**config.mk**
```make
export PLATFORM = sky130hd
export DESIGN_NAME = pitch_scorer
export DESIGN_NICKNAME = d
export VERILOG_FILES = /design/src/rtl/pitch_pkg.sv /design/src/rtl/pitch_band_grader.sv /design/src/rtl/pitch_scorer.sv
export SDC_FILE = /design/constraint.sdc
export NUM_CORES = 1
export LEC_CHECK = 0
export BUFFER_PORTS_ARGS = -buffer_cell sky130_fd_sc_hd__buf_2
export CORE_MARGIN = 1.5
export CORE_UTILIZATION = 50
export CTS_BUF_LIST = sky130_fd_sc_hd__clkbuf_4
export CTS_CLUSTER_SIZE = 24
export DETAILED_ROUTE_END_ITERATION = 16
export PLACE_DENSITY_LB_ADDON = 0.2
export SETUP_SLACK_MARGIN = 0.05
export SKIP_LAST_GASP = 1
export SLEW_MARGIN = 0
export SYNTH_ARGS = -nofsm -noshare
export SYNTH_HDL_FRONTEND = slang
export SYNTH_SLANG_ARGS = --single-unit
```
**constraint.sdc**
```tcl
create_clock -name clk -period 5.71 [get_ports clk]
set_clock_uncertainty 0.2 [all_clocks]
set_input_delay 0.8565 -clock clk [delete_from_list [all_inputs] [get_ports clk]]
set_output_delay 0.8565 -clock clk [all_outputs]
set_load 0.02 [all_outputs]
```
**src/rtl/pitch_pkg.sv**
```systemverilog
// rtl/pitch_pkg.sv - shared state encoding, score bands and frequency limits for the pitch scorer
package pitch_pkg;

    typedef enum logic [2:0] {
        IDLE,
        CHECK,
        FOLD,
        DIFF,
        GRADE
    } state_t;

    localparam int BAND0 = 10;
    localparam int BAND1 = 7;
    localparam int BAND2 = 4;
    localparam int BAND3 = 1;

    localparam int MIN_FREQ_DEF = 16;
    localparam int MAX_FREQ_DEF = 8000;

endpackage

```
**src/rtl/pitch_band_grader.sv**
```systemverilog
// rtl/pitch_band_grader.sv - combinational |sung-ref| to score band lookup, bands widen by one shift each
module pitch_band_grader
    import pitch_pkg::*;
#(
    parameter int W         = 16,
    parameter int SCORE_W   = 4,
    parameter int TOL_SHIFT = 6
) (
    input  logic [W-1:0]       i_diff,
    input  logic [W-1:0]       i_ref,
    output logic [SCORE_W-1:0] o_score
);

    logic [W-1:0] w_tol0;
    logic [W-1:0] w_tol1;
    logic [W-1:0] w_tol2;
    logic [W-1:0] w_tol3;

    assign w_tol0 = i_ref >> TOL_SHIFT;
    assign w_tol1 = i_ref >> (TOL_SHIFT - 1);
    assign w_tol2 = i_ref >> (TOL_SHIFT - 2);
    assign w_tol3 = i_ref >> (TOL_SHIFT - 3);

    always_comb begin
        o_score = '0;
        if (i_diff <= w_tol0) begin
            o_score = SCORE_W'(BAND0);
        end else if (i_diff <= w_tol1) begin
            o_score = SCORE_W'(BAND1);
        end else if (i_diff <= w_tol2) begin
            o_score = SCORE_W'(BAND2);
        end else if (i_diff <= w_tol3) begin
            o_score = SCORE_W'(BAND3);
        end
    end

endmodule

```
**src/rtl/pitch_scorer.sv**
```systemverilog
// rtl/pitch_scorer.sv - octave-folding graded pitch scorer; PITCH_SCORER_STATS_EN adds score totals
module pitch_scorer
    import pitch_pkg::*;
#(
    parameter int FREQ_W    = 15,
    parameter int SCORE_W   = 4,
    parameter int MIN_FREQ  = MIN_FREQ_DEF,
    parameter int MAX_FREQ  = MAX_FREQ_DEF,
    parameter int MAX_FOLDS = 9,
    parameter int TOL_SHIFT = 6
) (
    input  logic                clk,
    input  logic                rst_n,
    input  logic                enable,
    input  logic                start,
    input  logic [FREQ_W-1:0]   sung_freq_in,
    input  logic [FREQ_W-1:0]   ref_freq_in,
    output logic                busy,
    output logic [SCORE_W-1:0]  score,
    output logic                score_valid,
    output logic signed [4:0]   oct_offset,
`ifdef PITCH_SCORER_STATS_EN
    output logic                err,
    input  logic                clr_stats,
    output logic [15:0]         total_score,
    output logic [11:0]         note_count
`else
    output logic                err
`endif
);

    localparam int SW = FREQ_W + 1;
    localparam logic signed [4:0] L_MAXF = 5'(MAX_FOLDS);

    state_t              r_state;
    state_t              w_next;
    logic                r_go;
    logic [SW-1:0]       r_sung;
    logic [FREQ_W-1:0]   r_ref;
    logic signed [4:0]   r_oct;
    logic                r_err_pend;
    logic [SW-1:0]       r_diff;
    logic [SCORE_W-1:0]  r_score;
    logic signed [4:0]   r_oct_out;
    logic                r_err_out;
    logic                r_valid;

    logic [SW-1:0]       w_ref_ext;
    logic [SW-1:0]       w_hi;
    logic [SW-1:0]       w_lo;
    logic                w_above;
    logic                w_below;
    logic                w_limit;
    logic                w_legal;
    logic                w_start_ok;
    logic [SW-1:0]       w_diff;
    logic [SCORE_W-1:0]  w_grade;

    assign w_ref_ext  = {1'b0, r_ref};
    assign w_hi       = w_ref_ext + (w_ref_ext >> 1);
    assign w_lo       = w_ref_ext - (w_ref_ext >> 2);
    assign w_above    = r_sung > w_hi;
    assign w_below    = r_sung < w_lo;
    assign w_limit    = (r_oct == L_MAXF) || (r_oct == -L_MAXF);
    assign w_legal    = (r_sung >= SW'(MIN_FREQ)) && (r_sung <= SW'(MAX_FREQ)) &&
                        (w_ref_ext >= SW'(MIN_FREQ)) && (w_ref_ext <= SW'(MAX_FREQ));
    assign w_diff     = (r_sung >= w_ref_ext) ? (r_sung - w_ref_ext) : (w_ref_ext - r_sung);
    // r_go marks the accept cycle, so a second start during it is also refused
    assign w_start_ok = start && (r_state == IDLE) && !r_go;

    pitch_band_grader #(
        .W         (SW),
        .SCORE_W   (SCORE_W),
        .TOL_SHIFT (TOL_SHIFT)
    ) u_grader (
        .i_diff  (r_diff),
        .i_ref   (w_ref_ext),
        .o_score (w_grade)
    );

    always_ff @(posedge clk or negedge rst_n) begin
        if (!rst_n) begin
            r_state <= IDLE;
        end else if (enable) begin
            r_state <= w_next;
        end
    end

    always_comb begin
        w_next = r_state;
        case (r_state)
            IDLE:    if (r_go) w_next = CHECK;
            CHECK:   w_next = w_legal ? FOLD : GRADE;
            FOLD:    begin
                if (w_above || w_below) begin
                    w_next = w_limit ? GRADE : FOLD;
                end else begin
                    w_next = DIFF;
                end
            end
            DIFF:    w_next = GRADE;
            GRADE:   w_next = IDLE;
            default: w_next = IDLE;
        endcase
    end

    always_ff @(posedge clk or negedge rst_n) begin
        if (!rst_n) begin
            r_go       <= 1'b0;
            r_sung     <= '0;
            r_ref      <= '0;
            r_oct      <= '0;
            r_err_pend <= 1'b0;
            r_diff     <= '0;
            r_score    <= '0;
            r_oct_out  <= '0;
            r_err_out  <= 1'b0;
            r_valid    <= 1'b0;
        end else if (enable) begin
            r_valid <= 1'b0;
            r_go    <= w_start_ok;
            if (w_start_ok) begin
                r_sung     <= {1'b0, sung_freq_in};
                r_ref      <= ref_freq_in;
                r_oct      <= '0;
                r_err_pend <= 1'b0;
            end
            case (r_state)
                CHECK: if (!w_legal) r_err_pend <= 1'b1;
                FOLD: begin
                    if ((w_above || w_below) && w_limit) begin
                        r_err_pend <= 1'b1;
                    end else if (w_above) begin
                        r_sung <= r_sung >> 1;
                        r_oct  <= r_oct + 5'sd1;
                    end else if (w_below) begin
                        r_sung <= r_sung << 1;
                        r_oct  <= r_oct - 5'sd1;
                    end
                end
                DIFF:  r_diff <= w_diff;
                GRADE: begin
                    r_valid <= 1'b1;
                    if (r_err_pend) begin
                        r_score   <= '0;
                        r_oct_out <= '0;
                        r_err_out <= 1'b1;
                    end else begin
                        r_score   <= w_grade;
                        r_oct_out <= r_oct;
                        r_err_out <= 1'b0;
                    end
                end
                default: ;
            endcase
        end
    end

    assign busy        = r_go || (r_state != IDLE);
    assign score       = r_score;
    assign score_valid = r_valid;
    assign oct_offset  = r_oct_out;
    assign err         = r_err_out;

`ifdef PITCH_SCORER_STATS_EN
    logic [15:0] r_total;
    logic [11:0] r_count;
    logic [16:0] w_sum;

    assign w_sum = {1'b0, r_total} + 17'(r_score);

    always_ff @(posedge clk or negedge rst_n) begin
        if (!rst_n) begin
            r_total <= '0;
            r_count <= '0;
        end else if (enable) begin
            if (clr_stats) begin
                r_total <= '0;
                r_count <= '0;
            end else if (r_valid) begin
                r_total <= w_sum[16] ? 16'hFFFF : w_sum[15:0];
                r_count <= r_count + 12'd1;
            end
        end
    end

    assign total_score = r_total;
    assign note_count  = r_count;
`endif

endmodule

```
# [Word level (Yosys, flattened, before mapping)]
# Cells that the tools add are included.
[totals] regBits=68 latch_bits=0 ram_bits=0 romBits=0 in_bits=34 wordCells=79 mem_count=0
[op_classes] n_addsub=6 multipliers=0 n_div=0 n_lt_le_gt_ge=11 n_eq_ne=7 n_shift=0 muxes=28 n_bitwise=0 reduce_logical=16
[ops] op="$mux W16" n=6
[ops] op="$mux W5" n=6
[ops] op="$add A15 B14 Y16" n=1
[ops] op="$ge A16 B15 Y1" n=1
[ops] op="$ge A16 B5 Y1 const B" n=1
[ops] op="$gt A16 B16 Y1" n=1
[ops] op="$le A16 B10 Y1" n=1
[ops] op="$le A16 B11 Y1" n=1
[ops] op="$le A16 B12 Y1" n=1
[ops] op="$le A16 B13 Y1 const B" n=1
[ops] op="$le A16 B9 Y1" n=1
[ops] op="$lt A16 B16 Y1" n=1
[ops] op="$mux W4" n=4
[ops] op="$sub A15 B13 Y16" n=1
[ops] op="$sub A15 B16 Y16" n=1
[ops] op="$sub A16 B15 Y16" n=1
[ops] op="$ge A15 B5 Y1 const B" n=1
[ops] op="$le A15 B13 Y1 const B" n=1
[ops] op="$mux W3" n=4
[ops] op="$pmux W3 S4" n=1
[ops] op="$eq A5 B5 Y1 const B" n=2
[ops] op="$reduce_and A2 Y1" n=4
[ops] op="$eq A3 B2 Y1 const B" n=2
[ops] op="$logic_and A1 B1 Y1" n=6
[ops] op="11 further kinds" n=18

# [Depth between registers and ports, before layout]
# Gate-level depths: netlist of the first run.
[depth] word_depth=8 ltp_mapped=23 mapped_depth_nobuf=21

# [Modules after synthesis]
# A second synthesis of the first run with hierarchy kept.
[hier_totals] hier_cells=936 hier_area_um2=7852.5
[modules_own_cells] mod="pitch_scorer" instances=1 cells_each=792 area_per_inst_um2=6705.2 seq_area_each_um2=1701.6
[modules_own_cells] mod="pitch_band_grader" instances=1 cells_each=144 area_per_inst_um2=1147.4 seq_area_each_um2=0.0

# [Worst setup path before layout of the first run]
# Ideal clock, no wire load.
[synth_timing] path_kind="reg2reg" from="reg r_ref[1]" to="reg r_sung[10]" setup_time_ns=0.140 arrival_time_ns=4.408 slack_ns=0.962 stages_incl_launch_ff=21 n_path_buf=2 path_cell_list="dfrtp_1 ha_1 fa_1 a21o_1 a21oi_1 o21ai_0 a31oi_1 o211ai_1 a31o_2 a21oi_1 xnor2_1 ha_1 nand4_1 nor4_1 nand4_1 o31a_1 o31a_1 buf_2 o21ai_2 buf_4 a22oi_1"
[synth_via] elab_chain_cells=6
[synth_lines] item="from (decl)" line="pitch_scorer.sv:39" source="logic [FREQ_W-1:0] r_ref;"
[synth_lines] item="from (signal assigned)" line="pitch_scorer.sv:124" source="r_ref <= ref_freq_in;"
[synth_lines] item="$sub A15 B13 Y16 / $add A15 B14 Y16 (equally long branches)" line="pitch_scorer.sv:61, pitch_scorer.sv:60"
[synth_lines] item="$lt A16 B16 Y1 / $gt A16 B16 Y1 (equally long branches)" line="pitch_scorer.sv:63, pitch_scorer.sv:62"
[synth_lines] item="$mux W16 / $logic_or A1 B1 Y1 (equally long branches)" line="pitch_scorer.sv:136, pitch_scorer.sv:131"
[synth_lines] item="$mux W16 / $logic_and A1 B1 Y1 (equally long branches)" line="pitch_scorer.sv:133, pitch_scorer.sv:131"
[synth_lines] item="$mux W16 *" line="pitch_scorer.sv:131" source="if ((w_above || w_below) && w_limit) begin"
[synth_lines] item="$mux W16 *" line="pitch_scorer.sv:128" source="case (r_state)"
[synth_lines] item="to (signal assigned)" line="pitch_scorer.sv:123" source="r_sung <= {1'b0, sung_freq_in};"
[synth_lines] item="to (signal assigned)" line="pitch_scorer.sv:134" source="r_sung <= r_sung >> 1;"
[synth_lines] item="to (signal assigned)" line="pitch_scorer.sv:137" source="r_sung <= r_sung << 1;"
[synth_lines] item="to (decl)" line="pitch_scorer.sv:38" source="logic [SW-1:0] r_sung;"
# Mark *: on every way between the ends. The rest lies on a longest branch, timed or not.
# A chain may end at the register's enable or synchronous reset.

# [Final worst setup path of the first run]
[layout_timing] from="reg r_ref[1]" to="reg r_oct[4]"
[layout_via] elab_chain_cells=6
[layout_lines] item="$sub A15 B13 Y16 / $add A15 B14 Y16 (equally long branches)" line="pitch_scorer.sv:61, pitch_scorer.sv:60"
[layout_lines] item="$lt A16 B16 Y1 / $gt A16 B16 Y1 (equally long branches)" line="pitch_scorer.sv:63, pitch_scorer.sv:62"
[layout_lines] item="$mux W5 / $logic_or A1 B1 Y1 (equally long branches)" line="pitch_scorer.sv:136, pitch_scorer.sv:131"
[layout_lines] item="$mux W5 / $logic_and A1 B1 Y1 (equally long branches)" line="pitch_scorer.sv:133, pitch_scorer.sv:131"
[layout_lines] item="$mux W5 *" line="pitch_scorer.sv:131"
[layout_lines] item="$mux W5 *" line="pitch_scorer.sv:128"
[layout_lines] item="to (signal assigned)" line="pitch_scorer.sv:135" source="r_oct <= r_oct + 5'sd1;"
[layout_lines] item="to (signal assigned)" line="pitch_scorer.sv:138" source="r_oct <= r_oct - 5'sd1;"
[layout_lines] item="to (decl)" line="pitch_scorer.sv:40" source="logic signed [4:0] r_oct;"
# Marked as above.

==> qor.csv, run 1 <==
stage,metric,value,unit
synthesis,Synth Flop Type,dfrtp_1,
worst_setup_path,reg2reg start,r_ref[1],
global_routing,M2 GR Usage,44.0,%
sta,setup violators final,0,
die,Vert. Die Dim,128,um
place,IO Port Bufs,45,
global_routing,antenna violations before repair,1,
hold_path,Hold EP,score[0],
cts,clk buf depth,2,
layout,most frequent cells in the layout,"154 x ha_1, 78 x nand2_1, 68 x dfrtp_1, 60 x o21ai_0, 59 x inv_1",
cts,Clock Sinks,68,
sta,slew margin rel.,35.7,%
global_routing,maximum number of pins on one net before global-route repair,69,
detailed_routing,vias,6854,
synthesis,number of distinct library cells after synthesis,76,
detailed_routing,WL/cell,18.3,um
sta,Fin. Hold Viols,0,
sta,worst hold slack,288,ps
synthesis,Async SR Flop Fraction,100,%
worst_setup_path,Worst EP arrival,5460,ps
job,max-cap violation count,0,
worst_setup_path,r2r setup slk,410,ps
sta,Tcrit/Tclk final,92.9,%
global_routing,number of global-route vias before repair,6611,
cts,root buffer cell,clkbuf_4,
worst_setup_path,Worst Reg-to-Reg Cells,19,
detailed_routing,"antenna viol nets, final",0,
cts,H-tree lvl count,3,
detailed_routing,drt pass-1 iters,5,
synthesis,Syn. warnings,0,
detailed_routing,initial drt markers,464,
place,post-place setup slack,446,ps
layout,NumNets Final,1126,
sta,setup TNS,0,ps
sta,Tmin final,5300,ps
place,Placer Congestion,0.943,
worst_setup_path,WP data required,5870,ps
global_routing,Tot GR Track Use,26.9,%
detailed_routing,DRC viols,0,
die,die width,128,um
worst_setup_path,reg2reg end,r_oct[4],
cts,TritonCTS clock tree,yes,
cts,clk slew on worst S/H paths,140,ps
cts,PostCTS Resize Cnt,0,
sta,Final Max Tran Viols,0,
synthesis,Post-synth EDFFs,0,
synthesis,syn nets,1091,
die,IO Pins,46,
sta,FMAX,189,MHz
global_routing,first-pass GRT wire length,34.3,mm
cts,Post-CTS Setup Bufs,0,
layout,fraction of layout instances using a drive strength above 1,12.1,%
sta,RSZ-0062 raised after global routing,no,
hold_path,Min-Delay Path Class,register to register,
global_routing,met3 usage,2.46,%
worst_setup_path,CP endpoint kind,register,
hold_path,worst hold stages,2,
sta,Worst-Margin Slew,962,ps
synthesis,Mapped Area,7810,um^2
synthesis,Yosys top cell by area,ha_1,
detailed_routing,final wirelength,21.0,mm
place,HPWL Detailed,16.4,mm
layout,"commonest non-fill, non-tap cell in the layout",ha_1,
worst_setup_path,WS Path Type,register to register,
global_routing,total grt overflow,0,
global_routing,most crowded layer after global routing,met2,
die,core area,15300,um^2
layout,Layout area overhead,6.95,%
layout,FILL cells,1445,
synthesis,"Seq/Total Area, Yosys",21.8,%
sta,setup ws final,405,ps
die,initial cell density of the core,51.2,%
synthesis,synthesized area per cell,8.69,um^2
synthesis,Synth top area share,24.7,%
die,Die ar.,16400,um^2
global_routing,met1 Use GR,36.7,%
layout,Register Area,1700,um^2
synthesis,#FFs+latches synth,68,
layout,Multi-input gate area,5760,um^2
run_status,status,finished clean,
hold_path,Hold Path Origin,score[0],
cts,Clock Latency Late Sink,470,ps
worst_setup_path,CP Launch Type,register,
synthesis,Area contributors post-synth,"ha_1 25%, dfrtp_1 22%, o21ai_0 3.8%",
cts,cts bufs inserted,9,
die,row count,45,
cts,Post-CTS Hold Buffers,0,
worst_setup_path,"critical path fanouts, max",9,
detailed_routing,DR vias/cell,5.95,
synthesis,Syn Inst Count,899,
==> worst max-delay path, stage by stage, from the launching register on <==
cell and delay, ps:
dfrtp_1 550, ha_1 280, fa_1 410, a21o_1 170, a21oi_1 230, o21ai_0 160
a31oi_1 300, o211ai_1 170, a31o_2 250, a21oi_1 170, xnor2_1 140, ha_1 280
a21oi_1 160, nand2_1 60, a21o_1 190, o31ai_2 590, o21ai_0 270, o22ai_1 280
o22ai_1 120, a31o_2 230
==> synth_stat cells (all sizes together) (16+ instances only) <==
library cell / count
ha: 154
nand2: 79
o21ai: 72
dfrtp: 68
inv: 59
a21oi: 54
nor2: 29
xnor2: 26
a21o: 25
nand3: 21
mux2: 20
nor3: 19
o211ai: 19
clkbuf: 18
a22oi: 17
nand4: 16
==> flip-flops by register name, summed over array words and instances, names as in the netlist <==
signal	cells
r_diff	16
r_sung	16
r_oct	5
score	4
r_go	1
score_valid	1
r_ref	15
err	1
r_err_pend	1
oct_offset	5
r_state	3
==> worst max path at each step <==
stage                         from         end  slack, ps  depth (start not counted)
after global routing      r_ref[0]    r_oct[3]        130                         20
after detailed placement  r_ref[0]    r_oct[3]        450                         20
after CTS                 r_ref[0]    r_oct[3]        410                         20
final                     r_ref[1]    r_oct[4]        410                         19
after floorplan           r_ref[1]  r_sung[10]        960                         20
after global placement    r_ref[0]    r_oct[3]        430                         20
==> layout make-up <==
| class | instances | area share (%) |
|---|---|---|
| sequential | 68 | 20.4 |
| antenna | 1 | 0.0299 |
| clock inverter | 7 | 0.629 |
| clock buffer | 9 | 0.808 |
| multi-input combinational | 742 | 68.9 |
| inverter | 59 | 2.65 |
| timing repair buffer | 54 | 3.50 |
| tap | 211 | 3.16 |
==> per-layer routing <==
layer	vias up	wire, um
met1	3260	9850
li1	3393	-
met2	164	9750
met3	37	810
met5	-	0
met4	0	623
==> cells by family (layout without fill, tap and decap cells) <==
group	count (synthesis)	in the layout	synth area share, %
muxes	33	33	4.59
buffers and inverters	89	129	4.72
and+or+nand+nor	230	230	14.7
AOI/OAI and AO/OA	283	283	24.3
xor gates and xnor gates	38	38	4.26
other	0	1	0
DFF	68	68	21.8
adders and majority gates	158	158	25.7
==> per-stage QoR <==
stage | cells | util, % | instance area (um^2)
after floorplan | 899 | - | 7820
after global placement | 1134 | 53.9 | 8230
after detailed placement | 1134 | 53.9 | 8230
after CTS | 1150 | 54.7 | 8350
after global routing | 1151 | 54.8 | 8360
final | 1151 | 54.8 | 8360
Power of run 1 is not shown: default switching activity piles up to over one toggle a cycle in this logic, so the estimate is an artifact.
==> run 2: changes to the inputs <==
==> constraint.sdc (replaced) <==
create_clock -name clk -period 5.71 [get_ports clk]
set_clock_uncertainty 0.2 [all_clocks]
set_input_delay 0.2855 -clock clk [delete_from_list [all_inputs] [get_ports clk]]
set_output_delay 0.2855 -clock clk [all_outputs]
set_load 0.02 [all_outputs]
==> run 2 against run 1 <==
First-iteration DRC count fell by 2.6%. Core utilization is 2.0 points higher. Critical path depth unchanged. Non-clock buffer count rose by 31. Sequential share of layout area down 0.73 points. Via count increased by 1.4%. Final area increased by 3.7%. Sequential cell count stayed put.
==> qor.csv, run 2 (synthesized netlist as in run 1, its figures left out) <==
stage,metric,value,unit,change
sta,Worst-Margin Slew,975,ps,+12.6 ps
worst_setup_path,WP data required,5850,ps,-20 ps
cts,clk slew on worst S/H paths,130,ps,about the same
cts,Clock Latency Late Sink,470,ps,about the same
layout,FILL cells,1405,,-2.8%
sta,Tmin final,5290,ps,-12.1 ps
detailed_routing,final wirelength,21.3,mm,+1.3%
worst_setup_path,Worst EP arrival,5430,ps,-30 ps
place,IO Port Bufs,45,,unchanged
sta,Fin. Hold Viols,0,,unchanged
global_routing,met1 Use GR,36.6,%,-0.052 points
detailed_routing,initial drt markers,452,,-2.6%
detailed_routing,DRC viols,0,,unchanged
global_routing,M2 GR Usage,44.9,%,+0.95 points
sta,setup ws final,418,ps,+12.1 ps
sta,Tcrit/Tclk final,92.7,%,-0.21 points
sta,FMAX,189,MHz,+0.23%
global_routing,first-pass GRT wire length,34.7,mm,+1.1%
global_routing,number of global-route vias before repair,6750,,+2.1%
layout,NumNets Final,1157,,+2.8%
sta,setup TNS,0,ps,unchanged
die,die width,128,um,unchanged
detailed_routing,WL/cell,18.0,um,-1.3%
place,post-place setup slack,446,ps,unchanged
run_status,status,finished clean,,
job,max-cap violation count,0,,unchanged
detailed_routing,vias,6947,,+1.4%
cts,cts bufs inserted,9,,unchanged
place,Placer Congestion,0.943,,unchanged
die,row count,45,,unchanged
global_routing,most crowded layer after global routing,met2,,
cts,clk buf depth,2,,unchanged
detailed_routing,DR vias/cell,5.88,,-1.3%
hold_path,worst hold stages,2,,unchanged
die,IO Pins,46,,unchanged
cts,H-tree lvl count,3,,unchanged
sta,slew margin rel.,34.8,%,-0.84 points
layout,Largest regs,"r_diff x16, r_sung x16, r_ref x15",,
detailed_routing,"antenna viol nets, final",0,,unchanged
sta,Final Max Tran Viols,0,,unchanged
worst_setup_path,CP Launch Type,register,,
layout,fraction of layout instances using a drive strength above 1,11.8,%,-0.39 points
global_routing,met3 usage,2.46,%,unchanged
global_routing,maximum number of pins on one net before global-route repair,69,,unchanged
sta,setup violators final,0,,unchanged
worst_setup_path,Worst Reg-to-Reg Cells,19,,unchanged
global_routing,Tot GR Track Use,27.1,%,+0.29 points
layout,most frequent cells in the layout,"154 x ha_1, 78 x nand2_1, 68 x dfrtp_1, 60 x o21ai_0, 59 x inv_1",,
die,Die ar.,16400,um^2,unchanged
detailed_routing,drt pass-1 iters,5,,unchanged
die,Vert. Die Dim,128,um,unchanged
die,initial cell density of the core,51.2,%,unchanged
cts,Clock Sinks,68,,unchanged
place,HPWL Detailed,16.4,mm,unchanged
sta,RSZ-0062 raised after global routing,no,,
cts,root buffer cell,clkbuf_4,,
worst_setup_path,CP endpoint kind,register,,
worst_setup_path,WS Path Type,register to register,,
layout,"commonest non-fill, non-tap cell in the layout",ha_1,,
hold_path,Min-Delay Path Class,input port to register,,
cts,TritonCTS clock tree,yes,,
global_routing,antenna violations before repair,1,,unchanged
worst_setup_path,"critical path fanouts, max",8,,-1
die,core area,15300,um^2,unchanged
layout,Layout area overhead,10.9,%,
global_routing,total grt overflow,0,,unchanged
## run 2: area by class of cell
cell class	count	area, um^2	share of cell area (%)
Inverter	59	221	2.55
Multi-Input combinational cell	742	5760	66.4
Clock buffer	9	67.6	0.779
Tap cell	211	264	3.05
Timing Repair Buffer	85	603	6.96
Sequential cell	68	1700	19.6
Antenna cell	1	2.50	0.0289
Clock inverter	7	52.6	0.606
## run 2: critical path, stage by stage (launching register included)
cell and delay [ps]:
dfrtp_1 540, ha_1 230, inv_1 50, fa_1 400, a21o_1 180, a21oi_1 250, o21bai_1 150, a2111oi_2 390
nor3_1 180, a41oi_1 340, nand2_1 100, ha_1 300, nand4_1 170, nor3_1 250, o21ai_0 200, o2111a_1 210
or2_2 370, o21ba_2 240, o311ai_0 320, a22oi_1 110
## run 2: repair_timing
item,in CTS,in global routing
resized for setup,0,2
endpoints found under the setup margin,0,16
hold buffers,31,0
hold endpoints to repair,98,0
setup buffers,0,0
## run 2: stage by stage
step | hold slack (ps) | instance area (um^2) | std cells | util [%]
finish | 143 | 8670 | 1182 | 56.8
detailed placement | 262 | 8230 | 1134 | 53.9
global route | 169 | 8670 | 1182 | 56.8
floorplan | -210 | 7820 | 899 | -
global placement | 262 | 8230 | 1134 | 53.9
CTS | 118 | 8660 | 1181 | 56.8
## run 2: worst paths after layout
path | slack [ps] | startpoint | end
worst min register to register | 290 | score[0] | score[0]
worst max-delay path | 420 | r_ref[2] | r_oct[3]
worst min-delay path | 140 | enable | r_state[1]
min in group asynchronous | 320 | rst_n | score[1]
max in group asynchronous | 4370 | rst_n | r_sung[6]
worst max register to register | 420 | r_ref[2] | r_oct[3]
## run 2: per-layer routing
metal	part of all wire [%]	vias to the layer above	wire, um
met4	3.0	0	636
met3	3.7	37	779
met1	47	3285	9910
met5	0	-	0
li1	-	3470	-
met2	47	155	9980
Power of run 2 is left out for the same reason.
==> run 3: changes to the inputs <==
- ABC_AREA: not set -> 1
==> run 3 against run 2 <==
Area after synthesis increased by 7.6%. Core utilization decreased by 1.4 points. Setup slack improved by 500 ps. Critical endpoint is now r_sung[7]. Cell count increased by 28%. Critical path type unchanged. Maximum frequency increased by 10%.
==> qor.csv, run 3 <==
stage,metric,value,unit,change
global_routing,total grt overflow,0,,unchanged
worst_setup_path,Worst EP arrival,4990,ps,-440 ps
synthesis,largest family of logic cells by synthesized area,simple AND/OR/NAND/NOR gates,,
die,IO Pins,46,,unchanged
synthesis,Syn. warnings,0,,unchanged
worst_setup_path,Worst path max stage delay,590,ps,+50 ps
place,HPWL Detailed,19.4,mm,+18%
layout,"commonest non-fill, non-tap cell in the layout",nand2_1,,
place,IO Port Bufs,45,,unchanged
sta,slew margin rel.,36.8,%,+1.9 points
detailed_routing,final wirelength,25.0,mm,+17%
synthesis,Area contributors post-synth,"ha_1 23%, dfrtp_1 20%, nand2_1 15%",,
layout,NumNets Final,1476,,+28%
worst_setup_path,"critical path fanouts, max",37,,+29
hold_path,Min-Delay Path Class,input port to register,,
job,max-cap violation count,0,,unchanged
detailed_routing,drt pass-1 iters,5,,unchanged
synthesis,Mapped Area,8410,um^2,+7.6%
synthesis,Async SR Flop Fraction,100,%,unchanged
hold_path,Hold Path Origin,sung_freq_in[14],,
global_routing,number of global-route vias before repair,8000,,+19%
die,die width,133,um,+3.6%
cts,Clock Latency Late Sink,500,ps,+30 ps
place,Placer Congestion,0.954,,+1.2%
synthesis,fraction of the mapped netlist area in adder cells,23.9,%,-1.8 points
cts,cts bufs inserted,9,,unchanged
synthesis,simple-gate share of the synthesized area,27.7,%,+13 points
detailed_routing,"antenna viol nets, final",0,,unchanged
detailed_routing,DRC viols,0,,unchanged
synthesis,"Seq/Total Area, Yosys",20.2,%,-1.5 points
layout,fraction of layout instances using a drive strength above 1,6.98,%,-4.8 points
cts,clk slew on worst S/H paths,150,ps,+20 ps
synthesis,XOR/XNOR share of the synthesized area,5.83,%,+1.6 points
synthesis,top-count cell post-synth,nand2_1,,
worst_setup_path,Bufs and invs on worst path,1,,unchanged
global_routing,Tot GR Track Use,29.7,%,+2.5 points
layout,Layout area overhead,8.96,%,
detailed_routing,DR vias/cell,5.46,,-7.1%
synthesis,#FFs+latches synth,68,,unchanged
worst_setup_path,Setup crit start,r_ref[6],,
synthesis,Post-synth EDFFs,0,,unchanged
detailed_routing,initial drt markers,619,,+37%
synthesis,Synth Flop Type,dfrtp_1,,
synthesis,Yosys top cell by area,ha_1,,
run_status,status,finished clean,,
worst_setup_path,CP Launch Type,register,,
global_routing,maximum number of pins on one net before global-route repair,69,,unchanged
die,Vert. Die Dim,133,um,+3.6%
layout,Largest regs,"r_diff x16, r_sung x16, r_ref x15",,
worst_setup_path,cell breakdown of the critical path,inv_1 -> ha_1 -> a21o_1 -> a21oi_1 -> o21ai_1 -> a21boi_1 -> o21ai_1 -> xor2_1 -> ha_1 -> nand2_1 -> nor3_2 -> nand2_1 -> nand2_1 -> nand2_2 -> nand2_4 -> nand3_4 -> nand2_1 -> nand2_1 -> nor2_1 -> nor2_1,,
sta,Fin. Hold Viols,0,,unchanged
worst_setup_path,CP max stage cell,dfrtp_1,,
worst_setup_path,reg2reg start,r_ref[6],,
die,row count,47,,+4.4%
sta,FMAX,209,MHz,+10%
worst_setup_path,CP endpoint kind,register,,
detailed_routing,vias,8249,,+19%
synthesis,syn nets,1425,,+31%
layout,FILL cells,1654,,+18%
synthesis,mux contribution to synthesized area,0,%,-4.6 points
layout,most frequent cells in the layout,"343 x nand2_1, 154 x ha_1, 141 x nor2_1, 105 x a21oi_1, 100 x inv_1",,
cts,H-tree lvl count,3,,unchanged
cts,clk buf depth,2,,unchanged
cts,TritonCTS clock tree,yes,,
cts,PostCTS Resize Cnt,0,,unchanged
sta,Final Max Tran Viols,0,,unchanged
sta,Tcrit/Tclk final,83.9,%,-8.8 points
sta,setup violators final,0,,unchanged
synthesis,Synth top area share,22.9,%,-1.7 points
synthesis,Synth Area in Compound Gates,15.1,%,-9.1 points
synthesis,Synth top cells by count,"343 x nand2_1, 154 x ha_1, 141 x nor2_1",,
sta,setup TNS,0,ps,unchanged
cts,root buffer cell,clkbuf_4,,
global_routing,first-pass GRT wire length,40.8,mm,+18%
die,initial cell density of the core,50.9,%,-0.34 points
worst_setup_path,WP data required,5910,ps,+60 ps
global_routing,antenna violations before repair,1,,unchanged
sta,RSZ-0062 raised after global routing,no,,
worst_setup_path,Top delay family on crit path,simple AND/OR/NAND/NOR gates,,
layout,Layout Cells excl Fill,1511,,+28%
sta,Tmin final,4790,ps,-502 ps
synthesis,Syn Inst Count,1233,,+37%
cts,Clock Sinks,68,,unchanged
detailed_routing,WL/cell,16.5,um,-8.3%
die,Die ar.,17600,um^2,+7.4%
worst_setup_path,WS Path Type,register to register,,
synthesis,number of distinct library cells after synthesis,46,,-39%
place,Cells after DPL,1467,,+29%
sta,Worst-Margin Slew,949,ps,-26.4 ps
die,core area,16500,um^2,+8.3%
synthesis,synthesized area per cell,6.82,um^2,-22%
worst_setup_path,Most common cell on crit path,nand2_1,,
## run 3: changes by cell type in the layout (fill, tap and decap cells not counted), sizes merged, moves of 16 or more
cell    delta
a22oi     -16
a21oi     +55
xor2      +24
nand3     +27
o211ai    -17
nor2     +115
nand2    +267
o21ai     +24
a21o      -19
inv       +50
mux2      -20
## run 3: final timing paths
path                            endpoint  cells past startpoint  slack [ps]
min reg2reg                oct_offset[1]                      2         300
min                           r_sung[14]                      7          20
min in group asynchronous       r_ref[5]                      3         340
max in group asynchronous       score[3]                      3        4340
max reg2reg                    r_sung[7]                     20         920
max                            r_sung[7]                     20         920
## run 3: layout make-up
| type | instances | area, um^2 | share of cell area, % |
|---|---|---|---|
| clock buffer | 10 | 75.1 | 0.819 |
| tap | 220 | 275 | 3.00 |
| sequential | 68 | 1700 | 18.6 |
| multi-input combinational | 1021 | 6100 | 66.5 |
| clock inverter | 6 | 88.8 | 0.970 |
| inverter | 111 | 419 | 4.58 |
| timing repair buffer | 73 | 500 | 5.46 |
| antenna | 2 | 5.00 | 0.0546 |
## run 3: cells by family (layout without fill, tap and decap cells)
kind of cell    Yosys count  in the layout
fa+ha+maj               158            158
compound gates          235            235
other cells               0              2
simple gates            572            572
buf+inv                 144            200
flops                    68             68
xor+xnor                 56             56
## run 3: repair_timing
action	CTS	global route
hold endpoints to repair	93	0
buffers inserted	0	0
hold buffers	26	0
## run 3: metal layers
| layer | up-vias | GRT usage, % | share of wire [%] |
|---|---|---|---|
| met4 | 0 | 14.6 | 4.4 |
| met3 | 59 | 3.95 | 6.2 |
| li1 | 4161 | - | - |
| met1 | 3780 | 40.3 | 45 |
| met5 | - | 0 | 0 |
| met2 | 249 | 46.5 | 44 |
## run 3: worst reg2reg max path: stages, from the launching register on
cell and delay (ps):
dfrtp_1 590, inv_1 280, ha_1 410, a21o_1 200
a21oi_1 290, o21ai_1 140, a21boi_1 250, o21ai_1 110
xor2_1 160, ha_1 280, nand2_1 70, nor3_2 240
nand2_1 80, nand2_1 70, nand2_2 350, nand2_4 260
nand3_4 340, nand2_1 170, nand2_1 60, nor2_1 130
nor2_1 50
## run 3: per-stage QoR
stage	instance area (um^2)	utilization, %	setup WS, ps	hold slack, ps
4_1_cts	9160	55.4	940	0.819
3_3_place_gp	8730	52.8	1020	262
6_report	9160	55.4	919	19.6
3_5_place_dp	8730	52.8	977	268
5_1_grt	9160	55.4	391	57.8
2_1_floorplan	8410	-	2050	-210
Power of run 3 is left out for the same reason.
